**src/rtl/uart_cmd_responder.sv**
```systemverilog
// uart_cmd_responder
//   Byte-level command/response engine between a UART receiver and
//   transmitter. Received bytes are decoded by a push FSM. Each response
//   byte goes into a TX FIFO. A TX FSM drains the FIFO, one byte per
//   transmitter handshake.
//
//   Optional macro UART_CMD_HEARTBEAT_EN: when it is defined, a periodic
//   'H' (0x48) heartbeat byte is emitted while the engine is quiet.
//
// Ports
//   clk, reset          system clock, async active-high reset
//   rx_data/valid/error received byte, strobe, framing-error qualifier
//   tx_data/tx_send     byte to send, one-cycle send request
//   tx_busy/tx_done     transmitter busy level, one-cycle done strobe
//   mode                0=ECHO 1=FIXED 2=COUNTER 3=PATTERN
//   fifo_level          TX FIFO occupancy
//   overflow            sticky: a response or received byte was dropped
//   err_count           saturating count of rx_error strobes
//   busy                engine not quiescent

module uart_cmd_responder #(
  parameter int CLOCK_FREQ = 50_000_000,
  parameter int HB_PERIOD  = 50_000_000,
  parameter int FIFO_DEPTH = 8
) (
  input  logic                          clk,
  input  logic                          reset,
  input  logic [7:0]                    rx_data,
  input  logic                          rx_valid,
  input  logic                          rx_error,
  output logic [7:0]                    tx_data,
  output logic                          tx_send,
  input  logic                          tx_busy,
  input  logic                          tx_done,
  output logic [1:0]                    mode,
  output logic [$clog2(FIFO_DEPTH):0]   fifo_level,
  output logic                          overflow,
  output logic [7:0]                    err_count,
  output logic                          busy
);

  localparam int AW = $clog2(FIFO_DEPTH);
  localparam int LW = AW + 1;

  if (CLOCK_FREQ < 1) begin : g_bad_clk
    $error("CLOCK_FREQ must be positive");
  end
  if (HB_PERIOD < 2) begin : g_bad_hb
    $error("HB_PERIOD must be at least 2");
  end
  if (FIFO_DEPTH < 4 || (FIFO_DEPTH & (FIFO_DEPTH - 1)) != 0) begin : g_bad_depth
    $error("FIFO_DEPTH must be a power of 2 and at least 4");
  end

  typedef enum logic [1:0] {P_IDLE, P_DECODE, P_PUSH} p_state_t;
  typedef enum logic {T_IDLE, T_WAIT} t_state_t;

  p_state_t        p_state_q, p_state_d;
  t_state_t        t_state_q, t_state_d;
  logic [7:0]      cmd_q, cmd_d;
  logic [7:0]      pend_q, pend_d;
  logic            pend_valid_q, pend_valid_d;
  logic [3:0][7:0] resp_q, resp_d;
  logic [1:0]      resp_last_q, resp_last_d;
  logic [1:0]      idx_q, idx_d;
  logic [1:0]      mode_q, mode_d;
  logic [7:0]      counter_q, counter_d;
  logic [7:0]      pattern_q, pattern_d;
  logic [7:0]      err_q, err_d;
  logic            ovf_q, ovf_d;
  logic [7:0]      tx_data_q, tx_data_d;
  logic            tx_send_q, tx_send_d;
  logic [7:0]      mem_q [FIFO_DEPTH];
  logic [7:0]      mem_d [FIFO_DEPTH];
  logic [AW-1:0]   wr_ptr_q, wr_ptr_d, rd_ptr_q, rd_ptr_d;
  logic [LW-1:0]   count_q, count_d;

`ifdef UART_CMD_HEARTBEAT_EN
  localparam int HB_W = $clog2(HB_PERIOD);
  logic [HB_W-1:0] hb_cnt_q, hb_cnt_d;
  logic            hb_pulse;
`endif

  logic       accept, err_byte, fifo_empty, fifo_full, pop;
  logic       push_req, push_ok;
  logic [7:0] push_byte;
  logic       ovf_set, ovf_clr, err_clr;

  always_comb begin
    accept     = rx_valid & ~rx_error;
    err_byte   = rx_valid & rx_error;
    fifo_empty = (count_q == '0);
    fifo_full  = (count_q == LW'(FIFO_DEPTH));
    pop        = (t_state_q == T_IDLE) && !fifo_empty && !tx_busy;

    p_state_d    = p_state_q;
    cmd_d        = cmd_q;
    pend_d       = pend_q;
    pend_valid_d = pend_valid_q;
    resp_d       = resp_q;
    resp_last_d  = resp_last_q;
    idx_d        = idx_q;
    mode_d       = mode_q;
    counter_d    = counter_q;
    pattern_d    = pattern_q;
    push_req     = 1'b0;
    push_byte    = 8'h00;
    ovf_set      = 1'b0;
    ovf_clr      = 1'b0;
    err_clr      = 1'b0;

    // Bytes that arrive while the push FSM is busy go to the pending slot.
    // A byte that arrives in P_IDLE is also parked there when the slot is
    // being drained in that same cycle.
    if (accept && (p_state_q != P_IDLE || pend_valid_q)) begin
      if (pend_valid_q && p_state_q != P_IDLE) begin
        ovf_set = 1'b1;
      end else begin
        pend_d       = rx_data;
        pend_valid_d = 1'b1;
      end
    end

    case (p_state_q)
      P_IDLE: begin
        if (pend_valid_q) begin
          cmd_d     = pend_q;
          p_state_d = P_DECODE;
          if (!accept) pend_valid_d = 1'b0;
        end else if (accept) begin
          cmd_d     = rx_data;
          p_state_d = P_DECODE;
        end
      end
      P_DECODE: begin
        resp_d      = '0;
        resp_last_d = 2'd0;
        idx_d       = 2'd0;
        p_state_d   = P_PUSH;
        case (cmd_q)
          8'h50: resp_d[0] = 8'h4F;
          8'h45: begin mode_d = 2'd0; resp_d[0] = 8'h41; end
          8'h46: begin mode_d = 2'd1; resp_d[0] = 8'h41; end
          8'h43: begin mode_d = 2'd2; resp_d[0] = 8'h41; end
          8'h54: begin mode_d = 2'd3; resp_d[0] = 8'h41; end
          8'h52: begin
            counter_d = 8'h00;
            err_clr   = 1'b1;
            ovf_clr   = 1'b1;
            resp_d[0] = 8'h41;
          end
          8'h53: begin
            resp_d      = {err_q, counter_q, {6'b0, mode_q}, 8'h53};
            resp_last_d = 2'd3;
          end
          default: begin
            case (mode_q)
              2'd0: resp_d[0] = cmd_q;
              2'd1: resp_d[0] = 8'h42;
              2'd2: begin
                resp_d[0] = counter_q;
                counter_d = counter_q + 8'd1;
              end
              default: begin
                resp_d[0] = pattern_q;
                pattern_d = ~pattern_q;  // 0x55 <-> 0xAA
              end
            endcase
          end
        endcase
      end
      P_PUSH: begin
        push_req  = 1'b1;
        push_byte = resp_q[idx_q];
        if (idx_q == resp_last_q) p_state_d = P_IDLE;
        else idx_d = idx_q + 2'd1;
      end
      default: p_state_d = P_IDLE;
    endcase

`ifdef UART_CMD_HEARTBEAT_EN
    hb_pulse = (hb_cnt_q == HB_W'(HB_PERIOD - 1));
    hb_cnt_d = hb_pulse ? '0 : hb_cnt_q + 1'b1;
    // Heartbeat only fills an otherwise silent line; a skipped one is lost.
    if (hb_pulse && p_state_q == P_IDLE && !pend_valid_q && !accept && fifo_empty) begin
      push_req  = 1'b1;
      push_byte = 8'h48;
    end
`endif

    // A pop in the same cycle frees the slot for a push into a full FIFO.
    push_ok = push_req && (!fifo_full || pop);
    if (push_req && !push_ok) ovf_set = 1'b1;

    mem_d    = mem_q;
    wr_ptr_d = wr_ptr_q;
    rd_ptr_d = rd_ptr_q;
    if (push_ok) begin
      mem_d[wr_ptr_q] = push_byte;
      wr_ptr_d        = wr_ptr_q + 1'b1;
    end
    if (pop) rd_ptr_d = rd_ptr_q + 1'b1;
    count_d = count_q + LW'(push_ok) - LW'(pop);

    t_state_d = t_state_q;
    tx_send_d = 1'b0;
    tx_data_d = tx_data_q;
    case (t_state_q)
      T_IDLE: begin
        if (pop) begin
          tx_data_d = mem_q[rd_ptr_q];
          tx_send_d = 1'b1;
          t_state_d = T_WAIT;
        end
      end
      default: if (tx_done) t_state_d = T_IDLE;
    endcase

    err_d = err_q;
    if (err_byte && err_q != 8'hFF) err_d = err_q + 8'd1;
    if (err_clr) err_d = 8'h00;

    ovf_d = ovf_q;
    if (ovf_clr) ovf_d = 1'b0;
    if (ovf_set) ovf_d = 1'b1;
  end

  always_ff @(posedge clk or posedge reset) begin
    if (reset) begin
      p_state_q    <= P_IDLE;
      t_state_q    <= T_IDLE;
      cmd_q        <= 8'h00;
      pend_q       <= 8'h00;
      pend_valid_q <= 1'b0;
      resp_q       <= '0;
      resp_last_q  <= 2'd0;
      idx_q        <= 2'd0;
      mode_q       <= 2'd0;
      counter_q    <= 8'h00;
      pattern_q    <= 8'h55;
      err_q        <= 8'h00;
      ovf_q        <= 1'b0;
      tx_data_q    <= 8'h00;
      tx_send_q    <= 1'b0;
      for (int i = 0; i < FIFO_DEPTH; i++) mem_q[i] <= 8'h00;
      wr_ptr_q     <= '0;
      rd_ptr_q     <= '0;
      count_q      <= '0;
`ifdef UART_CMD_HEARTBEAT_EN
      hb_cnt_q     <= '0;
`endif
    end else begin
      p_state_q    <= p_state_d;
      t_state_q    <= t_state_d;
      cmd_q        <= cmd_d;
      pend_q       <= pend_d;
      pend_valid_q <= pend_valid_d;
      resp_q       <= resp_d;
      resp_last_q  <= resp_last_d;
      idx_q        <= idx_d;
      mode_q       <= mode_d;
      counter_q    <= counter_d;
      pattern_q    <= pattern_d;
      err_q        <= err_d;
      ovf_q        <= ovf_d;
      tx_data_q    <= tx_data_d;
      tx_send_q    <= tx_send_d;
      mem_q        <= mem_d;
      wr_ptr_q     <= wr_ptr_d;
      rd_ptr_q     <= rd_ptr_d;
      count_q      <= count_d;
`ifdef UART_CMD_HEARTBEAT_EN
      hb_cnt_q     <= hb_cnt_d;
`endif
    end
  end

  assign tx_data    = tx_data_q;
  assign tx_send    = tx_send_q;
  assign mode       = mode_q;
  assign fifo_level = count_q;
  assign overflow   = ovf_q;
  assign err_count  = err_q;
  assign busy       = (p_state_q != P_IDLE) || pend_valid_q ||
                      (t_state_q != T_IDLE) || (count_q != '0);

endmodule

```
**config.mk**
```make
export PLATFORM = sky130hd
export DESIGN_NAME = uart_cmd_responder
export DESIGN_NICKNAME = d
export VERILOG_FILES = /design/src/rtl/uart_cmd_responder.sv
export SDC_FILE = /design/constraint.sdc
export NUM_CORES = 1
export LEC_CHECK = 0
export CELL_PAD_IN_SITES_DETAIL_PLACEMENT = 0
export CELL_PAD_IN_SITES_GLOBAL_PLACEMENT = 2
export CORE_ASPECT_RATIO = 1.2
export CORE_UTILIZATION = 45
export CTS_CLUSTER_SIZE = 12
export DETAILED_ROUTE_END_ITERATION = 8
export GPL_TIMING_DRIVEN = 0
export HOLD_SLACK_MARGIN = 0.05
export PLACE_DENSITY = 0.95
export SLEW_MARGIN = 25
export SYNTH_ARGS = -nofsm -noshare
export SYNTH_HDL_FRONTEND = slang
export SYNTH_SLANG_ARGS = --single-unit
```
**constraint.sdc**
```tcl
create_clock -name clk -period 15.72 [get_ports clk]
set_input_delay 3.144 -clock clk [delete_from_list [all_inputs] [get_ports clk]]
set_output_delay 3.144 -clock clk [all_outputs]
set_load 0.01 [all_outputs]
```
Word level (Yosys, flattened, before mapping)
Index checks and enable logic that the tools add are counted.
W data, S select, Z words.

word-level totals
  input port bits = 14
  register bits = 166
  output and inout port bits = 25
  logic and storage cells = 150

operators by class
  reductions and logical operators = 39
  bitwise logic cells = 11
  add/subtract/negate cells = 7
  eq/ne operators = 17
  magnitude comparators = 4
  mux-type cells = 43

operator list
  kind                   number
  $mux W8                10
  $bwmux W64             1
  $eq A8 B7 Y1 const B   7
  $pmux W8 S3            2
  $bmux W8 S3            1
  $demux W8 S3           1
  $mux W24               1
  $mux W1                17
  $add A8 B1 Y8 const B  2
  $bmux W8 S2            1
  $pmux W8 S2            1
  $reduce_and A2 Y1      6
  $reduce_bool A2 Y1     6
  $mux W2                5
  $ge A4 B4 Y1 const B   2
  $logic_and A1 B1 Y1    8
  $ne A8 B8 Y1 const B   1
  $not A3 Y4             2
  $not A8 Y8             1
  $pmux W2 S4            1
  $reduce_bool A4 Y1     2
  $reduce_or A7 Y1       1
  $add A3 B1 Y3 const B  2
  $not A1 Y1             6
  22 further kinds       34

Depth between registers and ports, before layout
  depth after elaboration = 10
  gate-level depth with buffers = 10
  gate-level depth less buffers = 10

Worst setup path after synthesis
OpenSTA, ideal clock, no wires.

  path type = input-to-reg
  from = input tx_busy
  to = register count_q[2], in the netlist fifo_level[2]
  setup slack = 10.878 ns
  stages on the path = 7
  data arrival time = 4.720 ns
  required time = 15.597 ns
  library setup time = 0.123 ns
  path buffers = 0
  path through = or3_1 > a31o_2 > o21ai_0 > ha_1 > inv_1 > fa_1 > xnor2_1

between the ends
  word-level cells in the longest chain between the ends = 6

RTL lines
  what                     line  text
  from (decl)              33    input logic tx_busy,
  $logic_not A1 Y1 (*)     94    pop = (t_state_q == T_IDLE) && !fifo_empty && !tx_busy;
  $logic_and A1 B1 Y1 (*)  94
  $logic_or A1 B1 Y1       192   push_ok = push_req && (!fifo_full || pop);
  $logic_and A1 B1 Y1      192
  $add A4 B1 Y4            203   count_d = count_q + LW'(push_ok) - LW'(pop);
  $sub A4 B1 Y4 (*)        203
  net count_d[2]           76    logic [LW-1:0] count_q, count_d;
  to (signal assigned)     271   count_q <= count_d;
  to (decl)                76

The timed path passes the listed nets; every way through them passes the cells marked *.
A chain may end at the register's enable or synchronous reset.

Worst setup path in the final report
  from = register pend_valid_q
  to = output busy

between the ends
  word-level cells in the longest chain between the ends = 3

RTL lines
  what                             line  text
  from (decl)                      62    logic pend_valid_q, pend_valid_d;
  from (signal assigned)           257   pend_valid_q <= pend_valid_d;
  $logic_or A1 B1 Y1 (2 in a row)  284   assign busy = (p_state_q != P_IDLE) || pend_valid_q ||
  $logic_or A1 B1 Y1               285   (t_state_q != T_IDLE) || (count_q != '0);
  to (decl)                        39    output logic busy

No other way between the ends.

==> out/qor.csv <==
metric,value,unit
drt_first_pass_iters,4,
via_per_inst,5.60,
postCtsSetupRepairBufs,0,
start_kind,register,
routedWlPerCell,17.8,um
finalSetupTns,0,ns
cp_max_fo,10,
synth_area,7560,um^2
p_leak,3.89,nW
ys_warn_count,0,
areaGrowthSynthToFinish,16.3,%
holdCritPathClass,register to register,
fin_crit,5.39,ns
synth-seq-cells,159,
slew_headroom,0.521,
ir_drop,0.0896,mV
cts_tree,yes,
clk_pin_slew,0.07,ns
nets,690,
arrival,2.24,ns
synthFlopType,dfrtp_1,
place.gp.congestion,0.868,
grt_overflow,0,
status,finished clean,
initial_core_util,0.463,
max_freq,186,MHz
htreeDepth,4,
synth.distinct_cells,65,
worstSetupPathType,register to output pin,
maxCapViolCount,0,
antenna_left,0,
die_h,144,um
cts_buffer_depth,2,
die_x,120,um
finalMaxSlewViolations,0,
grt.total_usage,0.205,
hold_depth,1,
grt_max_degree,85,
numCtsBuffers,17,
synth_seq_area_share,0.527,
setup_viol,0,
grt_pass1_vias,5314,
syn_inst,608,
drt_iter0_markers,320,
drt-total-wl,15900,um
synthesis.nets,632,
synth-edff-count,0,
diodes,0,
dp_hpwl,11500,um
fp-row-count,51,
fillCellCount,1431,
io_pins,39,
drc,0,
ys_async_sr_fraction,1.00,
dieArea,17300,um^2
drive_gt1_frac,0.227,
cts_root_buf,clkbuf_16,
rsz0062_at_grt,no,
clock-sinks,159,
tightest_slew,0.719,ns
cts_resized,0,
hold_slack,0.480,ns
cp-end-kind,output pin,
grt_antenna_before_repair,0,
grt_pass1_wl,27400,um
hold_viol,0,
r2r_cells,7,
worstPathRequired,12.58,ns
power.density,174,nW/um^2
numPortBuffers,38,
vias,4992,
synth.avg_cell_area,12.4,um^2
fin_skew,0.0105,ns
final.period_utilization,0.343,
clock_latency,0.43,ns
holdBufCountCts,0,
core-area,16300,um^2
## synthesized netlist by cell type, types with 2 or more instances
library cell | n | share of area
dfrtp_1 | 155 | 0.51
mux2_2 | 83 | 0.12
nand2_1 | 41 | 0.020
nor2_1 | 29 | 0.014
o21ai_0 | 27 | 0.018
clkbuf_1 | 25 | 0.012
mux2i_1 | 21 | 0.028
a22o_1 | 20 | 0.023
a21oi_1 | 18 | 0.012
mux4_2 | 18 | 0.054
xnor2_1 | 18 | 0.021
inv_1 | 16 | 0.0079
o31ai_1 | 12 | 0.012
a22oi_1 | 10 | 0.0099
ha_1 | 9 | 0.015
nand4_1 | 7 | 0.0058
buf_1 | 6 | 0.0030
nand2b_1 | 6 | 0.0050
nor3_1 | 6 | 0.0040
nand3_1 | 5 | 0.0033
nor2b_1 | 5 | 0.0041
a31oi_1 | 4 | 0.0033
dfstp_2 | 4 | 0.014
xor2_1 | 4 | 0.0046
a211oi_1 | 3 | 0.0030
a21o_1 | 3 | 0.0030
nor3b_1 | 3 | 0.0030
nor4_1 | 3 | 0.0025
o21a_1 | 3 | 0.0030
or3_1 | 3 | 0.0025
and2b_2 | 2 | 0.0023
and3_1 | 2 | 0.0017
buf_2 | 2 | 0.0013
nand3b_1 | 2 | 0.0020
nor4_4 | 2 | 0.0056
o21ai_1 | 2 | 0.0013
## sequential cells by signal (all words and copies together) (netlist names), 4 cells and up
register,cells
pend_q,8
cmd_q,8
pattern_q,8
resp_q,26
counter_q,8
tx_data,8
fifo_level,4
mem_q,64
err_count,8
## power breakdown
part | switching, mW | internal, mW
registers | 0.0834 | 0.522
logic | 0.287 | 0.253
clock network | 0.177 | 0.208
total | 0.548 | 0.983
## path summary, 6_finish.rpt
kind / start / endpoint / slack, ns
min reg2reg: pattern_q[1] / pattern_q[1] / 0.48
min in group asynchronous: reset / pend_valid_q / 3.16
max in group asynchronous: reset / mem_q[18] / 11.78
max reg2reg: fifo_level[2] / mem_q[41] / 13.11
min: pattern_q[1] / pattern_q[1] / 0.48
max: pend_valid_q / busy / 10.33
## per-layer routing
layer	part of all wire	track usage
met4	0.026	0.0988
met1	0.43	0.247
met2	0.52	0.357
met3	0.025	0.0351
met5	0	0
## metrics by stage
| step | power, mW | instance area, um^2 | setup WS [ns] | util | cells |
|---|---|---|---|---|---|
| after floorplan | 0.986 | 7560 | 8.29 | - | 608 |
| after global placement | 1.13 | 8210 | 6.46 | 0.502 | 858 |
| after detailed placement | 1.16 | 8240 | 10.09 | 0.505 | 859 |
| after CTS | 1.55 | 8790 | 10.29 | 0.538 | 891 |
| after global routing | 1.63 | 8790 | 10.20 | 0.538 | 891 |
| final | 1.53 | 8790 | 10.33 | 0.538 | 891 |
## area by class of cell
cell class / instances / area, um^2 / area share
flip-flops and latches: 159 / 3980 / 0.453
repair buffers: 39 / 408 / 0.0464
clock buffers: 18 / 429 / 0.0488
multi-input cells: 398 / 3380 / 0.384
well taps: 212 / 265 / 0.0302
plain buffers: 35 / 139 / 0.0158
inverters: 16 / 67.6 / 0.00768
clock inverters: 14 / 123 / 0.0139
## worst max-delay path: stages (launching register included)
cell and delay (ns):
dfrtp_1 0.32, clkbuf_1 0.22, buf_1 0.53, nor2_1 0.08, nand4_1 0.12, clkdlybuf4s50_1 0.54
## cells by family after synthesis
group	Yosys count	synth area share
DFF	159	0.527
and+or+nand+nor	128	0.0937
muxes	122	0.205
AOI/OAI and AO/OA	115	0.104
buffers and inverters	51	0.0263
xor gates and xnor gates	22	0.0255
adders and majority gates	11	0.0189
## placed cells by master, fill, tap and decap left out, types with 8 or more instances in the layout
cell and n:
xnor2_1 18, mux4_2 18, o21ai_0 27, ha_1 9
a21oi_1 18, inv_1 15, dfrtp_1 155, clkdlybuf4s50_1 38
mux2i_1 21, nor2_1 29, clkbuf_16 17, nand2_1 41
mux2_2 83, o31ai_1 12, a22o_1 20, inv_6 8
clkbuf_1 26, a22oi_1 10
Note: power is estimated with default switching activity, not from simulation.
